File: src/rtl/rf_read_arbiter_if.sv
// ---------------------------------------------------------------------------
// rf_read_arbiter_if
//
// Bundles the requester side and the register-file side of the read
// arbiter into one interface.
//
//   req_en    requester -> arbiter   per-channel read enable (level)
//   req_addr  requester -> arbiter   per-channel address, channel i at
//                                    [i*REG_ADDR_LEN +: REG_ADDR_LEN]
//   req_data  arbiter -> requester   per-channel returned data, same packing
//   req_st    arbiter -> requester   per-channel one-cycle done strobe
//   flush     requester -> arbiter   cancel all pending and in-flight reads
//   rf_addr   arbiter -> regfile     read address
//   rf_en     arbiter -> regfile     read enable
//   rf_data   regfile -> arbiter     read data
//   busy      arbiter -> requester   arbiter FSM not idle
//
// The slave modport is the arbiter's view; master is the environment's view.
// ---------------------------------------------------------------------------
interface rf_read_arbiter_if #(
    parameter int WIDTH        = 32,
    parameter int REG_ADDR_LEN = 5,
    parameter int N_REQ        = 3
);
    logic [N_REQ-1:0]              req_en;
    logic [N_REQ*REG_ADDR_LEN-1:0] req_addr;
    logic [N_REQ*WIDTH-1:0]        req_data;
    logic [N_REQ-1:0]              req_st;
    logic                          flush;
    logic [REG_ADDR_LEN-1:0]       rf_addr;
    logic                          rf_en;
    logic [WIDTH-1:0]              rf_data;
    logic                          busy;

    modport master (
        output req_en, req_addr, flush, rf_data,
        input  req_data, req_st, rf_addr, rf_en, busy
    );

    modport slave (
        input  req_en, req_addr, flush, rf_data,
        output req_data, req_st, rf_addr, rf_en, busy
    );
endinterface

File: src/rtl/rf_read_arbiter.sv
// ---------------------------------------------------------------------------
// rf_read_arbiter
//
// Shares the single register-file read port between N_REQ requesters
// (0 = Rd1, 1 = Rd2, 2 = aux). Each requester's level enable plus address
// is turned into a single read request on a rising enable or an address
// change; requests are served round-robin through a four-state FSM
// (IDLE -> ISSUE -> WAIT x RF_LAT -> DONE) and answered with a one-cycle
// done strobe plus held return data. A flush cancels everything pending.
//
// Ports:
//   clk    clock
//   rst_n  asynchronous active-low reset
//   bus    rf_read_arbiter_if.slave: req_en/req_addr/flush/rf_data in,
//          req_data/req_st/rf_addr/rf_en/busy out
// ---------------------------------------------------------------------------
module rf_read_arbiter #(
    parameter int WIDTH        = 32,
    parameter int REG_ADDR_LEN = 5,
    parameter int N_REQ        = 3,
    parameter int RF_LAT       = 1
) (
    input logic              clk,
    input logic              rst_n,
    rf_read_arbiter_if.slave bus
);

    localparam int IDX_W = (N_REQ > 1) ? $clog2(N_REQ) : 1;
    localparam int CNT_W = 3;

    typedef enum logic [1:0] {IDLE, ISSUE, WAIT, DONE} state_t;

    state_t                  state_q, state_d;
    logic [N_REQ-1:0]        pend_q, pend_d;
    logic [IDX_W-1:0]        last_q, last_d;
    logic [IDX_W-1:0]        gnt_q, gnt_d;
    logic [CNT_W-1:0]        cnt_q, cnt_d;

    logic [N_REQ-1:0]        evt;
    logic [N_REQ-1:0]        cand;
    logic [REG_ADDR_LEN-1:0] addr_sel [N_REQ];
    logic                    capture;
    logic                    rr_found;
    logic [IDX_W-1:0]        rr_idx;
    logic                    rf_en_c;
    logic [REG_ADDR_LEN-1:0] rf_addr_c;

    // The data word is taken in the last WAIT cycle; a flush in that cycle
    // aborts the read, so the stored data is left untouched.
    assign capture = (state_q == WAIT) && (cnt_q == CNT_W'(RF_LAT)) && !bus.flush;

    // -----------------------------------------------------------------------
    // Per-channel request detection and data holding
    // -----------------------------------------------------------------------
    genvar gi;
    for (gi = 0; gi < N_REQ; gi++) begin : g_chan
        logic [REG_ADDR_LEN-1:0] addr_in;
        logic                    en_prev_q;
        logic [REG_ADDR_LEN-1:0] addr_prev_q;
        logic [REG_ADDR_LEN-1:0] addr_q;
        logic [WIDTH-1:0]        data_q;
        logic                    sel;

        assign addr_in = bus.req_addr[gi*REG_ADDR_LEN +: REG_ADDR_LEN];
        assign sel     = (gnt_q == IDX_W'(gi));

        // A held enable with a stable address is one request, not many.
        assign evt[gi] = bus.req_en[gi] && (!en_prev_q || (addr_in != addr_prev_q));

        always_ff @(posedge clk or negedge rst_n) begin
            if (!rst_n) begin
                en_prev_q   <= 1'b0;
                addr_prev_q <= '0;
                addr_q      <= '0;
                data_q      <= '0;
            end else begin
                // Detectors track the inputs even during flush, so a held
                // enable does not re-fire once the flush is over.
                en_prev_q   <= bus.req_en[gi];
                addr_prev_q <= addr_in;
                if (evt[gi] && !bus.flush) begin
                    addr_q <= addr_in;
                end
                if (capture && sel) begin
                    data_q <= bus.rf_data;
                end
            end
        end

        assign addr_sel[gi]                    = addr_q;
        assign bus.req_data[gi*WIDTH +: WIDTH] = data_q;
        assign bus.req_st[gi]                  = (state_q == DONE) && sel;
    end

    // -----------------------------------------------------------------------
    // Round-robin pick: first candidate after last, wrapping around.
    // Fresh events count as candidates so an idle arbiter issues the
    // cycle after the event.
    // -----------------------------------------------------------------------
    assign cand = pend_q | evt;

    always_comb begin
        rr_found = 1'b0;
        rr_idx   = '0;
        for (int i = 0; i < N_REQ; i++) begin
            if (!rr_found && cand[i] && (IDX_W'(i) > last_q)) begin
                rr_found = 1'b1;
                rr_idx   = IDX_W'(i);
            end
        end
        for (int i = 0; i < N_REQ; i++) begin
            if (!rr_found && cand[i] && (IDX_W'(i) <= last_q)) begin
                rr_found = 1'b1;
                rr_idx   = IDX_W'(i);
            end
        end
    end

    // -----------------------------------------------------------------------
    // FSM
    // -----------------------------------------------------------------------
    always_ff @(posedge clk or negedge rst_n) begin
        if (!rst_n) begin
            state_q <= IDLE;
            pend_q  <= '0;
            last_q  <= IDX_W'(N_REQ - 1);
            gnt_q   <= '0;
            cnt_q   <= '0;
        end else begin
            state_q <= state_d;
            pend_q  <= pend_d;
            last_q  <= last_d;
            gnt_q   <= gnt_d;
            cnt_q   <= cnt_d;
        end
    end

    always_comb begin
        state_d   = state_q;
        pend_d    = pend_q;
        last_d    = last_q;
        gnt_d     = gnt_q;
        cnt_d     = cnt_q;
        rf_en_c   = 1'b0;
        rf_addr_c = '0;

        case (state_q)
            IDLE: begin
                if (rr_found) begin
                    gnt_d   = rr_idx;
                    state_d = ISSUE;
                end
            end
            ISSUE: begin
                rf_en_c        = 1'b1;
                rf_addr_c      = addr_sel[gnt_q];
                pend_d[gnt_q]  = 1'b0;
                last_d         = gnt_q;
                cnt_d          = CNT_W'(1);
                state_d        = WAIT;
            end
            WAIT: begin
                if (cnt_q == CNT_W'(RF_LAT)) begin
                    state_d = DONE;
                end else begin
                    cnt_d = cnt_q + CNT_W'(1);
                end
            end
            DONE: begin
                state_d = IDLE;
            end
            default: begin
                state_d = IDLE;
            end
        endcase

        // New events win over the clear in ISSUE: a channel re-requesting
        // while in service is queued again with its new address.
        pend_d = pend_d | evt;

        // Flush wins over everything; a cancelled issue does not move the
        // round-robin pointer.
        if (bus.flush) begin
            pend_d    = '0;
            state_d   = IDLE;
            last_d    = last_q;
            gnt_d     = gnt_q;
            rf_en_c   = 1'b0;
            rf_addr_c = '0;
        end
    end

    assign bus.rf_en   = rf_en_c;
    assign bus.rf_addr = rf_addr_c;
    assign bus.busy    = (state_q != IDLE);

endmodule

File: src/flat_wrapper.sv
// flat-port wrapper written by rule: the top's interface ports become plain ports
module rf_read_arbiter_flat 
#(
    parameter int WIDTH        = 32,
    parameter int REG_ADDR_LEN = 5,
    parameter int N_REQ        = 3,
    parameter int RF_LAT       = 1
)
  (clk, rst_n, bus_req_en, bus_req_addr, bus_flush, bus_rf_data, bus_req_data, bus_req_st, bus_rf_addr, bus_rf_en, bus_busy);
  rf_read_arbiter_if #(.WIDTH(WIDTH), .REG_ADDR_LEN(REG_ADDR_LEN), .N_REQ(N_REQ)) bus_i ();
  input logic clk;
  input logic rst_n;
  input wire logic [$bits(bus_i.req_en)-1:0] bus_req_en;
  input wire logic [$bits(bus_i.req_addr)-1:0] bus_req_addr;
  input wire logic [$bits(bus_i.flush)-1:0] bus_flush;
  input wire logic [$bits(bus_i.rf_data)-1:0] bus_rf_data;
  output wire logic [$bits(bus_i.req_data)-1:0] bus_req_data;
  output wire logic [$bits(bus_i.req_st)-1:0] bus_req_st;
  output wire logic [$bits(bus_i.rf_addr)-1:0] bus_rf_addr;
  output wire logic [$bits(bus_i.rf_en)-1:0] bus_rf_en;
  output wire logic [$bits(bus_i.busy)-1:0] bus_busy;
  assign bus_i.req_en = bus_req_en;
  assign bus_i.req_addr = bus_req_addr;
  assign bus_i.flush = bus_flush;
  assign bus_i.rf_data = bus_rf_data;
  assign bus_req_data = bus_i.req_data;
  assign bus_req_st = bus_i.req_st;
  assign bus_rf_addr = bus_i.rf_addr;
  assign bus_rf_en = bus_i.rf_en;
  assign bus_busy = bus_i.busy;
  rf_read_arbiter #(.WIDTH(WIDTH), .REG_ADDR_LEN(REG_ADDR_LEN), .N_REQ(N_REQ), .RF_LAT(RF_LAT)) u_core (.clk(clk), .rst_n(rst_n), .bus(bus_i));
endmodule
File: config.mk
export PLATFORM = sky130hd
export DESIGN_NAME = rf_read_arbiter_flat
export DESIGN_NICKNAME = d
export VERILOG_FILES = /design/src/rtl/rf_read_arbiter_if.sv /design/src/rtl/rf_read_arbiter.sv /design/src/flat_wrapper.sv
export SDC_FILE = /design/constraint.sdc
export NUM_CORES = 1
export LEC_CHECK = 0
export CORE_UTILIZATION = 51
export CTS_BUF_LIST = sky130_fd_sc_hd__clkbuf_4 sky130_fd_sc_hd__clkbuf_8 sky130_fd_sc_hd__clkbuf_16
export DETAILED_ROUTE_END_ITERATION = 8
export PLACE_DENSITY_LB_ADDON = 0.2
export SETUP_SLACK_MARGIN = 0.1
export SYNTH_ARGS = -nofsm -noshare
export SYNTH_HDL_FRONTEND = slang
export SYNTH_SLANG_ARGS = --single-unit
File: constraint.sdc
create_clock -name clk -period 5.9 [get_ports clk]
set_clock_uncertainty 0.1 [all_clocks]
set_input_delay 0.59 -clock clk [delete_from_list [all_inputs] [get_ports clk]]
set_output_delay 0.59 -clock clk [all_outputs]
set_load 0.05 [all_outputs]
==> results, run 1 <==
- The end point of the critical path is bus_rf_addr[0].
- Tracing the worst setup path back leads to its startpoint at bus_flush.
- The number of global-route vias before repair is approximately 4000.
- Entering global routing, the biggest net connects 74 pins.
- The vias per cell is just over 5.
- The highest clock rate is 301 MHz.
- The area growth from synthesis to layout is 41.2%.
- In the layout the commonest cells are clkdlybuf4s50_1 (157), dfrtp_1 (140), mux2_2 (113).
- The number of cells in the design after placement is just under 700.
- The routability congestion estimate is ~0.8.
- The total overflow left after global routing is 0.
- The final instance area is 0.00796 mm².
- Before antenna repair, the detailed router went through 4 iterations.
- The placed instances occupy a cell area of about 0.0074 mm².
- The max capacitance violation total is 0.
- The maximum buffer depth of the clock tree is 2.
- The H-tree was split into 4 levels.
- The die height is between 100 and 150 µm.
- In this run the worst hold path is classified as flip-flop to flip-flop.
- The data arrival time of the critical path is roughly 2.6 ns.
- The power density over the cells is about 620 mW/mm².
- The remaining design rule violation count is 0.
- Of the cells placed in the final design, the portion with a size suffix greater than 1 is about 28%.
- The worst setup path is of the input pin to output pin kind.
- The antenna diode instance count is 0.
- The detailed router finished its first iteration with about 120 violations.
- Excluding fillers, the count of instances in the completed layout stands at between 700 and 800.
- The worst setup path is captured at an output pin.
- The sequential area share after synthesis is between 60% and 70%.
- The number of endpoints failing setup at the final stage is 0.
- Of all nets on the critical path, the largest fanout is 8.
- VDD sags by at most approximately 0.00043 V.
- The TritonCTS clock tree is done.
- The final layout contains routed wiring with a total length of between 10000 and 15000 µm.
- The number of clock buffers added by TritonCTS is 17.
- The hold violation count in the final report is 0.
- Input and output buffers added on the ports amount to approximately 160.
- The net count of the finished layout is ~610.
- Of the available clock period, the critical path in the final layout requires between 50% and 60%.
- The run finished with clean final reports.
- After filler insertion, the fill cell instance count of the layout stands at roughly 760.
- The horizontal die dimension is roughly 110 µm.
- The cell area that synthesis handed to floorplanning was 0.00564 mm².
- The floorplan step defined a die boundary enclosing 0.0115 mm².
- The boundary pin count is approximately 160.
- In this run the critical register-to-register path is launched from u_core.state_q[0].
- The initial antenna violation count is 0.
- The worst reg-to-reg path cell count is 6.
- Cells fill approximately three quarters of the core in the end.
- Once detail routing completed, the nets flagged for antenna violations numbered 0.
- The standby leakage power is between 3 and 4 nW.
- The cell sitting at the root of the clock tree is a clkbuf_8.
- The later pin in the worst-skew pair is clocked with a latency of 0.51 ns.
- Setup slack closes at 2.58 ns.
- Counting every sink on the clock net gives approximately 140.
- The final-report max-slew violation count was 0.
- The reg-to-reg setup timing slack is around 3.7 ns.
- The floorplan row count is 38.
- During synthesis, Yosys emitted a total of 0 warnings.
- The transition time at the pin with the least slew margin is around 0.91 ns.
- In this run, synthesis produced a sequential element count of between 100 and 150.
- The routed design could run at a clock period as short as approximately 3.3 ns.
- The vias after detailed routing is approximately 3600.
- Synthesis produced about 380 cells.
- After legalization and detailed placement, the total HPWL measured 8510 µm.
- The count of unique library cells instantiated by Yosys is 37.
- The library cell used most frequently in the layout, excluding fill and tap cells, is clkdlybuf4s50_1.
- The total core area is about 0.011 mm².
- The clock transition at the register clock pins on the worst setup and hold paths after CTS is roughly 0.06 ns.
- After synthesis, the mean cell area works out to around 15 µm².
- The total global-route track usage is around 23%.
- Counting every net in the synthesized netlist gives 443.
- The capture point of the worst reg-to-reg path is u_core.g_chan[1].data_q[20].
- After detailed routing, the average wire length per cell comes to 17.4 µm.
- The initial utilization of the core area, before any placement, comes to a little over half.
- For the worst setup path, the data required time is between 5 and 6 ns.
- The relative max-transition margin is about two fifths.
- At the placement stage, the worst setup path has a slack of ~2.6 ns.
- Setup repair after global routing left no endpoint under its margin.
- The worst setup path is launched from an input pin.
- The global-route wire length before repair is between 15000 and 20000 µm.
- The final sum of negative setup slack is 0 ns.
## what timing repair did
action | 4_1_cts | 5_1_grt
buffers inserted | 0 | 0
hold endpoints to repair | 67 | 0
resized for setup | 0 | 0
hold buffers | 1 | 0
## cells in the mapped netlist
library cell  number  area share [%]
nand2_1           17             1.1
mux2i_1            6             1.1
a211oi_1           1            0.13
xnor2_1            8             1.2
nor3_1             1           0.089
a21o_1             1            0.13
o21a_1             1            0.13
dfrtp_1          140              62
nor4_4             1            0.38
mux2_4             1            0.27
nand4_1            1            0.11
o311ai_0           1            0.16
and3b_1            2            0.31
a21oi_2            1            0.16
nor2b_1            3            0.33
dfstp_2            1            0.47
ha_1               6             1.3
a31oi_1            1            0.11
nand3b_1           1            0.13
a31o_2             2            0.31
o32a_1             1            0.18
xor2_1             8             1.2
buf_2             11            0.98
o22a_1             1            0.16
nand2b_1           3            0.33
o41a_1             1            0.20
nor2_1            19             1.3
a22o_1             2            0.31
clkbuf_1           1           0.067
inv_1              9            0.60
nor3b_1            1            0.13
o22ai_1            2            0.22
o21ai_0            2            0.18
nor4_2             1            0.22
mux2_2           113              23
and2_1             3            0.33
a21oi_1           10            0.89
## worst min path at each step
stage,slack [ns],endpoint,start,cells past startpoint
3_3_place_gp,0.39,u_core.g_chan[1].data_q[18],u_core.g_chan[1].data_q[18],1
2_1_floorplan,0.19,u_core.cnt_q[0],rst_n,0
5_1_grt,0.42,u_core.g_chan[2].addr_q[1],u_core.g_chan[2].addr_q[1],1
6_report,0.40,u_core.g_chan[0].data_q[7],u_core.g_chan[0].data_q[7],1
4_1_cts,0.40,u_core.g_chan[2].data_q[28],u_core.g_chan[2].data_q[28],1
3_5_place_dp,0.39,u_core.g_chan[2].data_q[28],u_core.g_chan[2].data_q[28],1
## logic make-up (layout without fill, tap and decap cells)
kind of cell    Yosys count  after routing  synth area share, %
flops                   141            141                 62.6
mux                     120            120                 23.9
simple gates             53             53                 4.77
compound gates           27             27                 3.26
buf+inv                  21            204                 1.64
xor+xnor                 16             16                 2.49
fa+ha+maj                 6              6                 1.33
## metrics by stage
stage / hold WS, ns / power [mW]
floorplan: 0.194 / 3.08
global placement: 0.385 / 3.87
detailed placement: 0.391 / 3.93
CTS: 0.405 / 4.98
global route: 0.421 / 5.14
finish: 0.403 / 4.94
## registers in the layout, indices dropped and copies added (netlist names)
name                       cells
u_core.g_chan.data_q          96
u_core.g_chan.addr_q          15
u_core.g_chan.addr_prev_q     15
u_core.pend_q                  3
u_core.state_q                 2
u_core.g_chan.en_prev_q        3
u_core.cnt_q                   3
u_core.gnt_q                   2
u_core.last_q                  2
## layout make-up
class	count	area (µm²)	share of cell area [%]
Tap cell	140	175	2.20
Sequential cell	141	3530	44.3
Multi-Input combinational cell	222	2020	25.3
Clock buffer	22	470	5.91
Clock inverter	10	113	1.41
Timing Repair Buffer	163	1620	20.4
Inverter	9	33.8	0.424
## metal layers
layer	part of all wire [%]	GRT usage (%)
met4	1.0	7.44
met5	0	0
met2	50	38.8
met1	41	26.6
met3	8.2	9.97
## power breakdown
group	switching, mW	internal, mW
logic	1.51	0.871
clock network	0.387	0.643
registers	0.205	1.32
total	2.10	2.83
## worst max-delay path, cell delays in order
cell	delay (ns)
clkdlybuf4s50_1	0.54
inv_1	0.27
nand2_1	0.24
nor2_1	0.17
clkdlybuf4s50_1	0.82
No activity file was read; power rests on OpenSTA's default activity.
==> run 2: changes to the inputs <==
--- a/config.mk
+++ b/config.mk
@@ -5,7 +5,7 @@
 export SDC_FILE = /design/constraint.sdc
 export NUM_CORES = 1
 export LEC_CHECK = 0
-export CORE_UTILIZATION = 51
+export CORE_UTILIZATION = 48
 export CTS_BUF_LIST = sky130_fd_sc_hd__clkbuf_4 sky130_fd_sc_hd__clkbuf_8 sky130_fd_sc_hd__clkbuf_16
 export DETAILED_ROUTE_END_ITERATION = 8
 export PLACE_DENSITY_LB_ADDON = 0.2
==> constraint.sdc (replaced) <==
create_clock -name clk -period 3.45 [get_ports clk]
set_clock_uncertainty 0.1 [all_clocks]
set_input_delay 0.345 -clock clk [delete_from_list [all_inputs] [get_ports clk]]
set_output_delay 0.345 -clock clk [all_outputs]
set_load 0.05 [all_outputs]
==> results, run 2 (same netlist as run 1, synthesis figures left out) <==
- The worst supply voltage drop on vdd is between 0.0007 and 0.0008 V.
- Setup repair after global routing left no endpoint under its margin.
- The final layout contains routed wiring with a total length of between 10000 and 15000 µm.
- For this run the aggregate overflow at the end of global routing stands at 0.
- The met1 track demand over resource in global routing is 27.2%.
- The net switching power is 3.60 mW.
- The TritonCTS clock tree is done.
- The time the final worst path needs with I/O delays and setup is a little over 3 ns.
- The element type at the critical path start is a flip-flop.
- The number of endpoints failing setup at the final stage is 0.
- At the pin with the least slew margin, the transition time is just over 0.8 ns.
- In this run the power density over the cells is ~1100 mW/mm².
- The number of flip-flops in the largest register is 96.
- The number of global-route vias before repair is about 3700.
- The multi-input logic area is just over 0.002 mm².
- The standby leakage power is approximately 3.6 nW.
- Per report_power, the clock group accounts for a little over a fifth of the total.
- The worst setup path is captured at an output pin.
- Port buffering added between 150 and 200 buffers.
- The boundary pin count is 159.
- The top cell types in the final layout, fill and taps aside, are clkdlybuf4s50_1 (157), dfrtp_1 (140), mux2_2 (113).
- The final-report max-slew violation count is 0.
- Compared with the post-synthesis result, the final layout area differs by 41.8%.
- In the routed layout, each cell is associated on average with a via count of between 5 and 6.
- The hold violation count in the final report is 0.
- The internal portion of total power is between 4 and 5 mW.
- The number of nets with antenna violations after detailed routing is 0.
- The global-route layer with the greatest usage is met2.
- The number of sinks handled by clock tree synthesis is between 100 and 150.
- The die is about 110 µm wide.
- STA puts the critical path data required time at around 3 ns.
- The register with the most flip-flops in the final layout is u_core.g_chan.data_q.
- The total core area is roughly 0.011 mm².
- The maximum number of pins on one net before global-route repair is 92.
- The CTS buffer count is 17.
- The final clock period utilization by the worst path is approximately 90%.
- The initial antenna violation count is 0.
- The die outline area is ~0.012 mm².
- The highest clock rate is ~330 MHz.
- The final sum of negative setup slack is 0 ns.
- The register area is between 0.003 and 0.004 mm².
- The minimum hold slack is between 0.3 and 0.4 ns.
- The run finished with clean final reports.
- The number of fillers in the final layout is approximately 850.
- Clock latency on the worst-skew pair, taken at its later pin, is between 0.4 and 0.5 ns.
- Leaving out fill and tap cells, the most frequent cell in the layout is clkdlybuf4s50_1.
- The portion of total power attributed to sequential cells is a little under a third.
- The H-tree level count is 4.
- The antenna diode instance count is 0.
- The final core area utilization is between 70% and 80%.
- In this run the clock root is driven by a clkbuf_16.
- The average wire per cell in the routed design is roughly 18 µm.
- Of all nets on the critical path, the largest fanout is 10.
- Before antenna repair, the detailed router went through 4 iterations.
- The relative max-transition margin is ~46%.
- The first-iteration detailed-routing DRC count is 170.
- Once detailed placement completed, the half-perimeter wirelength came to just under 9000 µm.
- The maximum buffer depth of the clock tree is 2.
- The routability congestion estimate is 0.817.
- The count of cells resized by post-cts repair is 0.
- The post-CTS repair timing setup buffer count is 0.
- The met2 routing resource usage after global routing is 34.6%.
- For the worst setup path, the data arrival time is approximately 2.6 ns.
- Combinational cells account for between 40% and 50% of the total power.
- Cells with a size suffix above 1 make up 28.0% of the layout.
- The die height is between 100 and 150 µm.
- The total global-route track usage is about 22%.
- The largest registers in the layout are u_core.g_chan.data_q (96), u_core.g_chan.addr_prev_q (15), u_core.g_chan.addr_q (15).
- The tool flagged a number of max-cap violations equal to 0.
- The initial utilization of the core area, before any placement, comes to a little under 50%.
- The category of the critical setup timing path is flip-flop to output pin.
- For met3 alone, demand over resource in global routing was 9.99%.
- The clock transition at the register clock pins on the worst setup and hold paths after CTS is 0.06 ns.
- Net switching is between 40% and 50% of the power.
- In the routed design, unresolved DRC markers number 0.
- The vias after detailed routing is 3625.
- The final layout contains ~610 nets.
- The floorplan row count is 39.
- The global-route wire length before repair is approximately 20000 µm.
- The min-delay analysis places its worst path in the category input pin to flip-flop.
[run 2: changes by cell type in the layout (fill, tap and decap cells not counted), sizes merged]
cell	change
buf	+1
clkbuf	+1
clkinv	-1
clkinvlp	+1
inv	-1
[run 2: repair_timing]
item / 4_1_cts / 5_1_grt
hold buffers: 1 / 0
hold endpoints to repair: 88 / 0
setup endpoints to repair: 0 / 0
[run 2: layout make-up]
| cell class | instances | share of cell area [%] |
|---|---|---|
| clock inverters | 9 | 1.38 |
| multi-input cells | 222 | 25.2 |
| clock buffers | 23 | 6.20 |
| flip-flops and latches | 141 | 44.1 |
| inverters | 9 | 0.422 |
| repair buffers | 164 | 20.4 |
| well taps | 143 | 2.24 |
[run 2: power groups by stage]
| stage | clock network (mW) | registers [mW] | logic, mW |
|---|---|---|---|
| finish | 1.83 | 2.61 | 4.07 |
| CTS | 1.86 | 2.61 | 4.10 |
| floorplan | 0 | 4.40 | 0.868 |
| detailed placement | 0 | 2.63 | 4.08 |
| global placement | 0 | 2.59 | 4.04 |
| global route | 1.92 | 2.69 | 4.25 |
[run 2: through the flow]
step                std cells  instance area (µm²)  power [mW]  worst slack, ns
global route              711                 8000        8.87            0.250
finish                    711                 8000        8.51            0.425
CTS                       711                 8000        8.57            0.433
global placement          678                 7380        6.64            0.733
floorplan                 384                 5640        5.27             1.42
detailed placement        678                 7380        6.70            0.656
[run 2: routing by layer]
layer  up-vias  routed length [µm]
met5         -                   0
met4         0                 163
met3        16                1030
met2       107                6030
met1      1824                5310
li1       1678                   -
[run 2: worst paths after layout]
kind                                             startpoint                              end  slack, ns  cells past startpoint
worst max-delay path                        u_core.gnt_q[0]                   bus_rf_addr[1]       0.43                      4
worst min-delay path                          bus_req_en[2]       u_core.g_chan[2].en_prev_q       0.33                      1
worst max register to register            u_core.state_q[0]      u_core.g_chan[1].data_q[31]       0.91                      6
worst min register to register  u_core.g_chan[0].data_q[20]      u_core.g_chan[0].data_q[20]       0.40                      1
max in group asynchronous                             rst_n       u_core.g_chan[0].data_q[1]       1.89                      3
min in group asynchronous                             rst_n  u_core.g_chan[2].addr_prev_q[3]       0.47                      2
[run 2: critical path, cell delays in order, from the launching register on]
cell,delay (ns)
dfrtp_1,0.51
nor2b_1,0.57
a21oi_1,0.16
nor2_1,0.11
clkdlybuf4s50_1,0.81
==> run 3: changes to the inputs <==
--- a/config.mk
+++ b/config.mk
@@ -5,9 +5,11 @@
 export SDC_FILE = /design/constraint.sdc
 export NUM_CORES = 1
 export LEC_CHECK = 0
+export ABC_CLOCK_PERIOD_IN_PS = 3450
 export CORE_UTILIZATION = 48
 export CTS_BUF_LIST = sky130_fd_sc_hd__clkbuf_4 sky130_fd_sc_hd__clkbuf_8 sky130_fd_sc_hd__clkbuf_16
 export DETAILED_ROUTE_END_ITERATION = 8
+export GPL_ROUTABILITY_DRIVEN = 0
 export PLACE_DENSITY_LB_ADDON = 0.2
 export SETUP_SLACK_MARGIN = 0.1
 export SYNTH_ARGS = -nofsm -noshare
==> results of run 3 <==
No change in the layout: final DEF, timing and power equal those of run 2.
